$ cat config.mk
export PLATFORM = sky130hd
export DESIGN_NAME = spi_prefix_assembler
export DESIGN_NICKNAME = d
export VERILOG_FILES = /design/src/rtl/ndn_pkg.sv /design/src/rtl/prefix_len_mask.sv /design/src/rtl/spi_prefix_assembler.sv
export SDC_FILE = /design/constraint.sdc
export NUM_CORES = 1
export LEC_CHECK = 0
export ABC_AREA = 0
export BUFFER_PORTS_ARGS = -buffer_cell sky130_fd_sc_hd__buf_2
export CORE_ASPECT_RATIO = 0.75
export CORE_UTILIZATION = 60
export DETAILED_ROUTE_END_ITERATION = 10
export GPL_ROUTABILITY_DRIVEN = 0
export PLACE_DENSITY_LB_ADDON = 0.12
export SLEW_MARGIN = 20
export SYNTH_ARGS = -nofsm -noshare
export SYNTH_HDL_FRONTEND = slang
export SYNTH_SLANG_ARGS = --single-unit
$ cat constraint.sdc
create_clock -name clk -period 5.8 [get_ports clk]
set_input_delay 0 -clock clk [delete_from_list [all_inputs] [get_ports clk]]
set_output_delay 0 -clock clk [all_outputs]
set_load 0.01 [all_outputs]
$ cat src/rtl/ndn_pkg.sv
// ndn_pkg: shared constants, type/error codes and FSM encoding for the
// SPI prefix assembler and the prefix mask helper.
// Optional feature macro: PREFIX_CHECKSUM_EN (adds the CHECK state encoding).
package ndn_pkg;

    localparam int PREFIX_W = 64;
    localparam int LEN_W    = 6;
    localparam int META_W   = 8;

    localparam logic [1:0] TYPE_INTEREST = 2'b00;
    localparam logic [1:0] TYPE_DATA     = 2'b01;
    localparam logic [1:0] TYPE_CTRL     = 2'b10;
    localparam logic [1:0] TYPE_RSVD     = 2'b11;

    localparam logic [1:0] ERR_NONE      = 2'b00;
    localparam logic [1:0] ERR_BAD_TYPE  = 2'b01;
    localparam logic [1:0] ERR_TIMEOUT   = 2'b10;
    localparam logic [1:0] ERR_CHECKSUM  = 2'b11;

    typedef enum logic [2:0] {
        ST_IDLE   = 3'd0,
        ST_PREFIX = 3'd1,
`ifdef PREFIX_CHECKSUM_EN
        ST_CHECK  = 3'd2,
`endif
        ST_EMIT   = 3'd3,
        ST_HOLD   = 3'd4
    } state_t;

    function automatic logic [META_W-1:0] pack_meta(input logic [1:0]       frame_type,
                                                    input logic [LEN_W-1:0] len);
        return {frame_type, len};
    endfunction

endpackage

$ cat src/rtl/prefix_len_mask.sv
// prefix_len_mask: combinational keep-mask for a left-aligned prefix.
// Ports:
//   len  in  6   prefix bit length minus 1
//   mask out 64  ones in bits [63:63-len], zeros below
module prefix_len_mask
    import ndn_pkg::*;
(
    input  logic [LEN_W-1:0]    len,
    output logic [PREFIX_W-1:0] mask
);

    // 63-len never underflows in 6 bits; len=63 gives a shift of 0 (all ones).
    assign mask = {PREFIX_W{1'b1}} << (6'd63 - len);

endmodule

$ cat src/rtl/spi_prefix_assembler.sv
// spi_prefix_assembler: collects a header byte {type, len} and len[5:3]+1
// prefix bytes from the SPI byte stream, emits a masked left-aligned 64-bit
// prefix to the PIT with a one-cycle out_bit strobe, then blocks SPI input
// for HOLD_CYCLES cycles while the PIT looks it up.
// Ports:
//   clk, rst (async active-low)
//   spi_byte/spi_byte_valid/spi_byte_ready : byte stream in (valid/ready)
//   SPI_to_PIT_prefix, length, metadata    : registered frame result
//   out_bit     : one-cycle result strobe
//   frame_error : one-cycle abort strobe, err_code holds the last cause
//   pkt_count   : emitted frame count (wraps)
// Optional feature macro: PREFIX_CHECKSUM_EN -- expects a trailing XOR
// checksum byte (header ^ prefix bytes) before emitting.
//
// state  | meaning
// IDLE   | waiting for header byte
// PREFIX | collecting prefix bytes
// CHECK  | waiting for checksum byte (PREFIX_CHECKSUM_EN only)
// EMIT   | out_bit strobe cycle, reload hold counter
// HOLD   | input blocked during PIT lookup
module spi_prefix_assembler
    import ndn_pkg::*;
#(
    parameter int HOLD_CYCLES    = 6,
    parameter int TIMEOUT_CYCLES = 255
) (
    input  logic                clk,
    input  logic                rst,
    input  logic [7:0]          spi_byte,
    input  logic                spi_byte_valid,
    output logic                spi_byte_ready,
    output logic [PREFIX_W-1:0] SPI_to_PIT_prefix,
    output logic [LEN_W-1:0]    length,
    output logic [META_W-1:0]   metadata,
    output logic                out_bit,
    output logic                frame_error,
    output logic [1:0]          err_code,
    output logic [15:0]         pkt_count
);

    state_t              state;
    logic [1:0]          type_q;
    logic [LEN_W-1:0]    len_q;
    logic [2:0]          k_q;
    logic [PREFIX_W-1:0] prefix_q;
    logic [15:0]         gap_q;
    logic [7:0]          hold_q;
`ifdef PREFIX_CHECKSUM_EN
    logic [7:0]          csum_q;
`endif

    logic                xfer;
    logic                gap_expired;
    logic [PREFIX_W-1:0] keep_mask;
    logic [PREFIX_W-1:0] prefix_ins;

    assign xfer        = spi_byte_valid && spi_byte_ready;
    assign gap_expired = (gap_q == 16'(TIMEOUT_CYCLES - 1));

    // Register is cleared at header time, so OR-ing the shifted byte in
    // is equivalent to writing bits [63-8k -: 8].
    assign prefix_ins  = prefix_q | ({spi_byte, 56'b0} >> {k_q, 3'b000});

    prefix_len_mask u_mask (
        .len  (len_q),
        .mask (keep_mask)
    );

    always_ff @(posedge clk or negedge rst) begin
        if (!rst) begin
            state             <= ST_IDLE;
            type_q            <= '0;
            len_q             <= '0;
            k_q               <= '0;
            prefix_q          <= '0;
            gap_q             <= '0;
            hold_q            <= '0;
`ifdef PREFIX_CHECKSUM_EN
            csum_q            <= '0;
`endif
            spi_byte_ready    <= 1'b0;
            SPI_to_PIT_prefix <= '0;
            length            <= '0;
            metadata          <= '0;
            out_bit           <= 1'b0;
            frame_error       <= 1'b0;
            err_code          <= ERR_NONE;
            pkt_count         <= '0;
        end else begin
            out_bit     <= 1'b0;
            frame_error <= 1'b0;
            case (state)
                ST_IDLE: begin
                    spi_byte_ready <= 1'b1;
                    if (xfer) begin
                        if (spi_byte[7:6] == TYPE_RSVD) begin
                            frame_error <= 1'b1;
                            err_code    <= ERR_BAD_TYPE;
                        end else begin
                            type_q   <= spi_byte[7:6];
                            len_q    <= spi_byte[5:0];
                            prefix_q <= '0;
                            k_q      <= '0;
                            gap_q    <= '0;
`ifdef PREFIX_CHECKSUM_EN
                            csum_q   <= spi_byte;
`endif
                            state    <= ST_PREFIX;
                        end
                    end
                end
                ST_PREFIX: begin
                    if (xfer) begin
                        prefix_q <= prefix_ins;
                        k_q      <= k_q + 3'd1;
                        gap_q    <= '0;
`ifdef PREFIX_CHECKSUM_EN
                        csum_q   <= csum_q ^ spi_byte;
                        if (k_q == len_q[5:3]) begin
                            state <= ST_CHECK;
                        end
`else
                        if (k_q == len_q[5:3]) begin
                            // Result registers load on this edge so out_bit
                            // is visible during the EMIT cycle.
                            SPI_to_PIT_prefix <= prefix_ins & keep_mask;
                            length            <= len_q;
                            metadata          <= pack_meta(type_q, len_q);
                            out_bit           <= 1'b1;
                            pkt_count         <= pkt_count + 16'd1;
                            spi_byte_ready    <= 1'b0;
                            state             <= ST_EMIT;
                        end
`endif
                    end else if (gap_expired) begin
                        frame_error <= 1'b1;
                        err_code    <= ERR_TIMEOUT;
                        state       <= ST_IDLE;
                    end else begin
                        gap_q <= gap_q + 16'd1;
                    end
                end
`ifdef PREFIX_CHECKSUM_EN
                ST_CHECK: begin
                    if (xfer) begin
                        gap_q <= '0;
                        if (spi_byte == csum_q) begin
                            SPI_to_PIT_prefix <= prefix_q & keep_mask;
                            length            <= len_q;
                            metadata          <= pack_meta(type_q, len_q);
                            out_bit           <= 1'b1;
                            pkt_count         <= pkt_count + 16'd1;
                            spi_byte_ready    <= 1'b0;
                            state             <= ST_EMIT;
                        end else begin
                            frame_error <= 1'b1;
                            err_code    <= ERR_CHECKSUM;
                            state       <= ST_IDLE;
                        end
                    end else if (gap_expired) begin
                        frame_error <= 1'b1;
                        err_code    <= ERR_TIMEOUT;
                        state       <= ST_IDLE;
                    end else begin
                        gap_q <= gap_q + 16'd1;
                    end
                end
`endif
                ST_EMIT: begin
                    hold_q <= 8'(HOLD_CYCLES - 1);
                    state  <= ST_HOLD;
                end
                ST_HOLD: begin
                    if (hold_q == 8'd0) begin
                        spi_byte_ready <= 1'b1;
                        state          <= ST_IDLE;
                    end else begin
                        hold_q <= hold_q - 8'd1;
                    end
                end
                default: begin
                    spi_byte_ready <= 1'b0;
                    state          <= ST_IDLE;
                end
            endcase
        end
    end

endmodule

==> run_results.csv <==
group,metric,value,unit
detailed_routing,final_antenna_net_count,0,
power,p_total,0.00508,W
detailed_routing,wl,23100,µm
run_status,outcome,"complete, no violations",
cts,htreeDepth,4,
critical_path,critPathKind,"reg2reg",
finish,nets,1007,
sta,tightest_slew,1.10,ns
detailed_routing,routedWlPerCell,19.2,µm
sta,fin_crit,3.32,ns
synth,ys_ff_latch,195,
cts,cts_tree,"yes",
sta,post-route-period-util,0.573,
critical_path,slowest_delay,1.07,ns
critical_path,required,6.14,ns
critical_path,arrival,3.66,ns
critical_path,worst-r2r-setup-slack,2.48,ns
worst_hold_path,hold_path.class,"in2reg",
synth,synth_seq_area_share,0.534,
power,ir_drop,0.264,mV
floorplan,start_util,0.622,
sta,setup_slack,2.48,ns
cts,postCtsSetupBuffers,0,
synth,syn_area,9140,µm²
power,power_density,499,nW/µm²
finish,syn_to_final_growth,11.3,%
global_routing,grt_max_degree,114,
power,leakage,4.94,nW
floorplan,dieArea,15700,µm²
placed_design,hpwlAfterDp,14500,µm
finish,fillerInstances,1118,
cts,clkSlewWorstSetupHoldPaths,0.07,ns
synth,postSynthAreaPerCell,9.73,µm²
sta,maxSlewHeadroom,0.264,
floorplan,core_area,14700,µm²
detailed_routing,drt_iter0_drc,758,
critical_path,path_delay_family,"flip-flops",
floorplan,die_y,109,µm
detailed_routing,dr_wl_met3,2010,µm
cts,cts_resized,0,
placed_design,portBuffers,109,
finish,drive_gt1_frac,0.199,
global_routing,grt_pass1_wl,37100,µm
global_routing,antenna_found_initial,0,
synth,yosys_warnings,0,
global_routing,grt_overflow_total,0,
cts,insertion_delay,0.43,ns
detailed_routing,wl_met2,9750,µm
detailed_routing,vias,7437,
detailed_routing,routed_via_density,6.18,
floorplan,dieWidth,145,µm
sta,tns,0,ns
synth,synth-edff-count,0,
global_routing,grtUsageTotal,0.314,
critical_path,startpoint_type,"flop",
cts,clock_sinks,195,
detailed_routing,wl_met1,11100,µm
placed_design,dp_slack,2.54,ns
critical_path,crit_buf_inv,1,
floorplan,ios,110,
synth,synthDistinctLibCells,60,
sta,slew_violations,0,
cts,cts_root_buffer,"clkbuf_16",
detailed_routing,drtPass1Iterations,5,
detailed_routing,drc,0,
synth,netlist_instances,940,
finish,instances_no_fill,1203,
sta,rsz0062_at_grt,"false",
detailed_routing,routed.top_layer,"met4",
sta,setup_viol,0,
sta,fmax,301,MHz
sta,hold_viol,0,
job,max-cap-violations,0,
synth,synthArstFlopShare,1.00,
critical_path,crit_chain,"xnor2_1 -> nand3_1 -> or2_4 -> buf_4 -> nand2_1 -> o31ai_2",
global_routing,grt_pass1_vias,6817,
sta,finClkSkew,0.0125,ns
placed_design,dp.cells,1166,
synth,synth_nets,957,
critical_path,critPathSlowestCell,"dfrtp_1",
critical_path,path_max_fanout,90,
cts,max-clock-path-buffers,2,
finish,antenna_cells,0,
floorplan,rows,38,
synth,synthFlopType,"dfrtp_1",
cts,cts-buffers-inserted,17,
critical_path,end_kind,"flop",
==> cell families (layout without fill, tap and decap cells) <==
| kind of cell | after synthesis | after routing | synth area share |
|---|---|---|---|
| AND/OR/NAND/NOR | 334 | 334 | 0.170 |
| AO/OA/AOI/OAI | 275 | 275 | 0.206 |
| flip-flops | 195 | 195 | 0.534 |
| buffers and inverters | 102 | 165 | 0.0546 |
| XOR/XNOR | 25 | 25 | 0.0239 |
| adder cells (fa/ha/maj) | 6 | 6 | 0.00821 |
| multiplexers | 3 | 3 | 0.00356 |
==> worst min-delay path: cells and delay by family <==
family	cells	cell delay (ns)
AND/OR/NAND/NOR	1	0.16
buffers and inverters	1	0.14
AO/OA/AOI/OAI	1	0.11
==> cells in the mapped netlist, types with 3 or more instances <==
master | count | area share
buf_2 | 18 | 0.0099
nor4b_1 | 3 | 0.0029
or2_2 | 3 | 0.0021
a21oi_1 | 97 | 0.053
nor2_1 | 98 | 0.040
nor3b_1 | 4 | 0.0033
a21o_1 | 5 | 0.0041
buf_4 | 9 | 0.0074
o31ai_1 | 28 | 0.023
nor3_1 | 7 | 0.0038
buf_6 | 8 | 0.0099
o21a_1 | 3 | 0.0025
nand4_1 | 10 | 0.0068
nor3_2 | 3 | 0.0033
clkbuf_1 | 50 | 0.021
o41ai_1 | 3 | 0.0029
dfrtp_1 | 195 | 0.53
o21ai_0 | 32 | 0.018
o41ai_2 | 12 | 0.021
nor4_1 | 3 | 0.0021
nand3_1 | 15 | 0.0082
nor2b_1 | 3 | 0.0021
and3_1 | 6 | 0.0041
ha_1 | 6 | 0.0082
or4_1 | 10 | 0.0082
buf_1 | 5 | 0.0021
a31oi_1 | 65 | 0.044
inv_1 | 10 | 0.0041
nand2_1 | 143 | 0.059
xnor2_1 | 19 | 0.018
xor2_1 | 6 | 0.0057
o31ai_2 | 20 | 0.027
and4_1 | 5 | 0.0048
==> final timing paths <==
path / cells after the start / startpoint / endpoint
hold / removal: 3 / spi_byte_valid / prefix_q[14]
min in group asynchronous: 2 / rst / SPI_to_PIT_prefix[31]
max in group asynchronous: 3 / rst / len_q[3]
setup / recovery: 6 / len_q[3] / SPI_to_PIT_prefix[12]
hold reg to reg: 2 / SPI_to_PIT_prefix[21] / SPI_to_PIT_prefix[21]
setup reg to reg: 6 / len_q[3] / SPI_to_PIT_prefix[12]
==> placed cells by master, fill, tap and decap left out, types with 6 or more instances in the layout <==
master / n
clkbuf_16: 17
inv_1: 10
nand2_1: 143
xnor2_1: 19
xor2_1: 6
buf_2: 108
nand3_1: 15
buf_4: 6
nor2_1: 97
nor3_1: 7
a31oi_1: 65
o21ai_0: 32
o31ai_2: 20
ha_1: 6
o31ai_1: 28
a21oi_1: 97
and3_1: 6
dfrtp_1: 195
o41ai_2: 12
nand4_1: 10
or4_1: 10
==> metrics by stage <==
stage | utilization | instance area [µm²] | hold WS [ns]
final | 0.693 | 10200 | 0.0290
after floorplan | - | 9140 | -0.296
after CTS | 0.693 | 10200 | 0.00879
after global routing | 0.693 | 10200 | 0.0317
after detailed placement | 0.650 | 9560 | 0.181
after global placement | 0.650 | 9560 | 0.188
==> repair_timing <==
| action | in CTS | in global routing |
|---|---|---|
| hold endpoints to repair | 116 | 0 |
| hold buffers | 5 | 0 |
| endpoints found under the setup margin | 0 | 0 |
==> where the power goes <==
part,total [W],internal [W],switching [W]
Sequential,0.00216,0.00174,0.000417
Combinational,0.00177,0.000615,0.00116
Clock,0.00115,0.000614,0.000540
Total,0.00508,0.00297,0.00211
==> flip-flops by register name, indices dropped and copies added (netlist names) <==
name	cells
len_q	6
state	3
SPI_to_PIT_prefix	64
gap_q	16
length	5
spi_byte_ready	1
type_q	2
frame_error	1
pkt_count	16
k_q	3
hold_q	8
out_bit	1
prefix_q	64
metadata	3
err_code	2
==> layout make-up <==
class	instances	area (µm²)	area share
clock buffer	20	447	0.0439
clock inverter	12	121	0.0119
inverter	12	45.0	0.00442
multi-input combinational	643	3780	0.371
sequential	195	4880	0.479
tap	200	250	0.0246
timing repair buffer	121	661	0.0649
==> routing by layer <==
layer,global-route usage,vias to the layer above
met5,0,-
met4,0.0737,0
met3,0.0619,21
met2,0.439,336
met1,0.499,3655
li1,-,3425
Power figures use the tool's default switching activity.
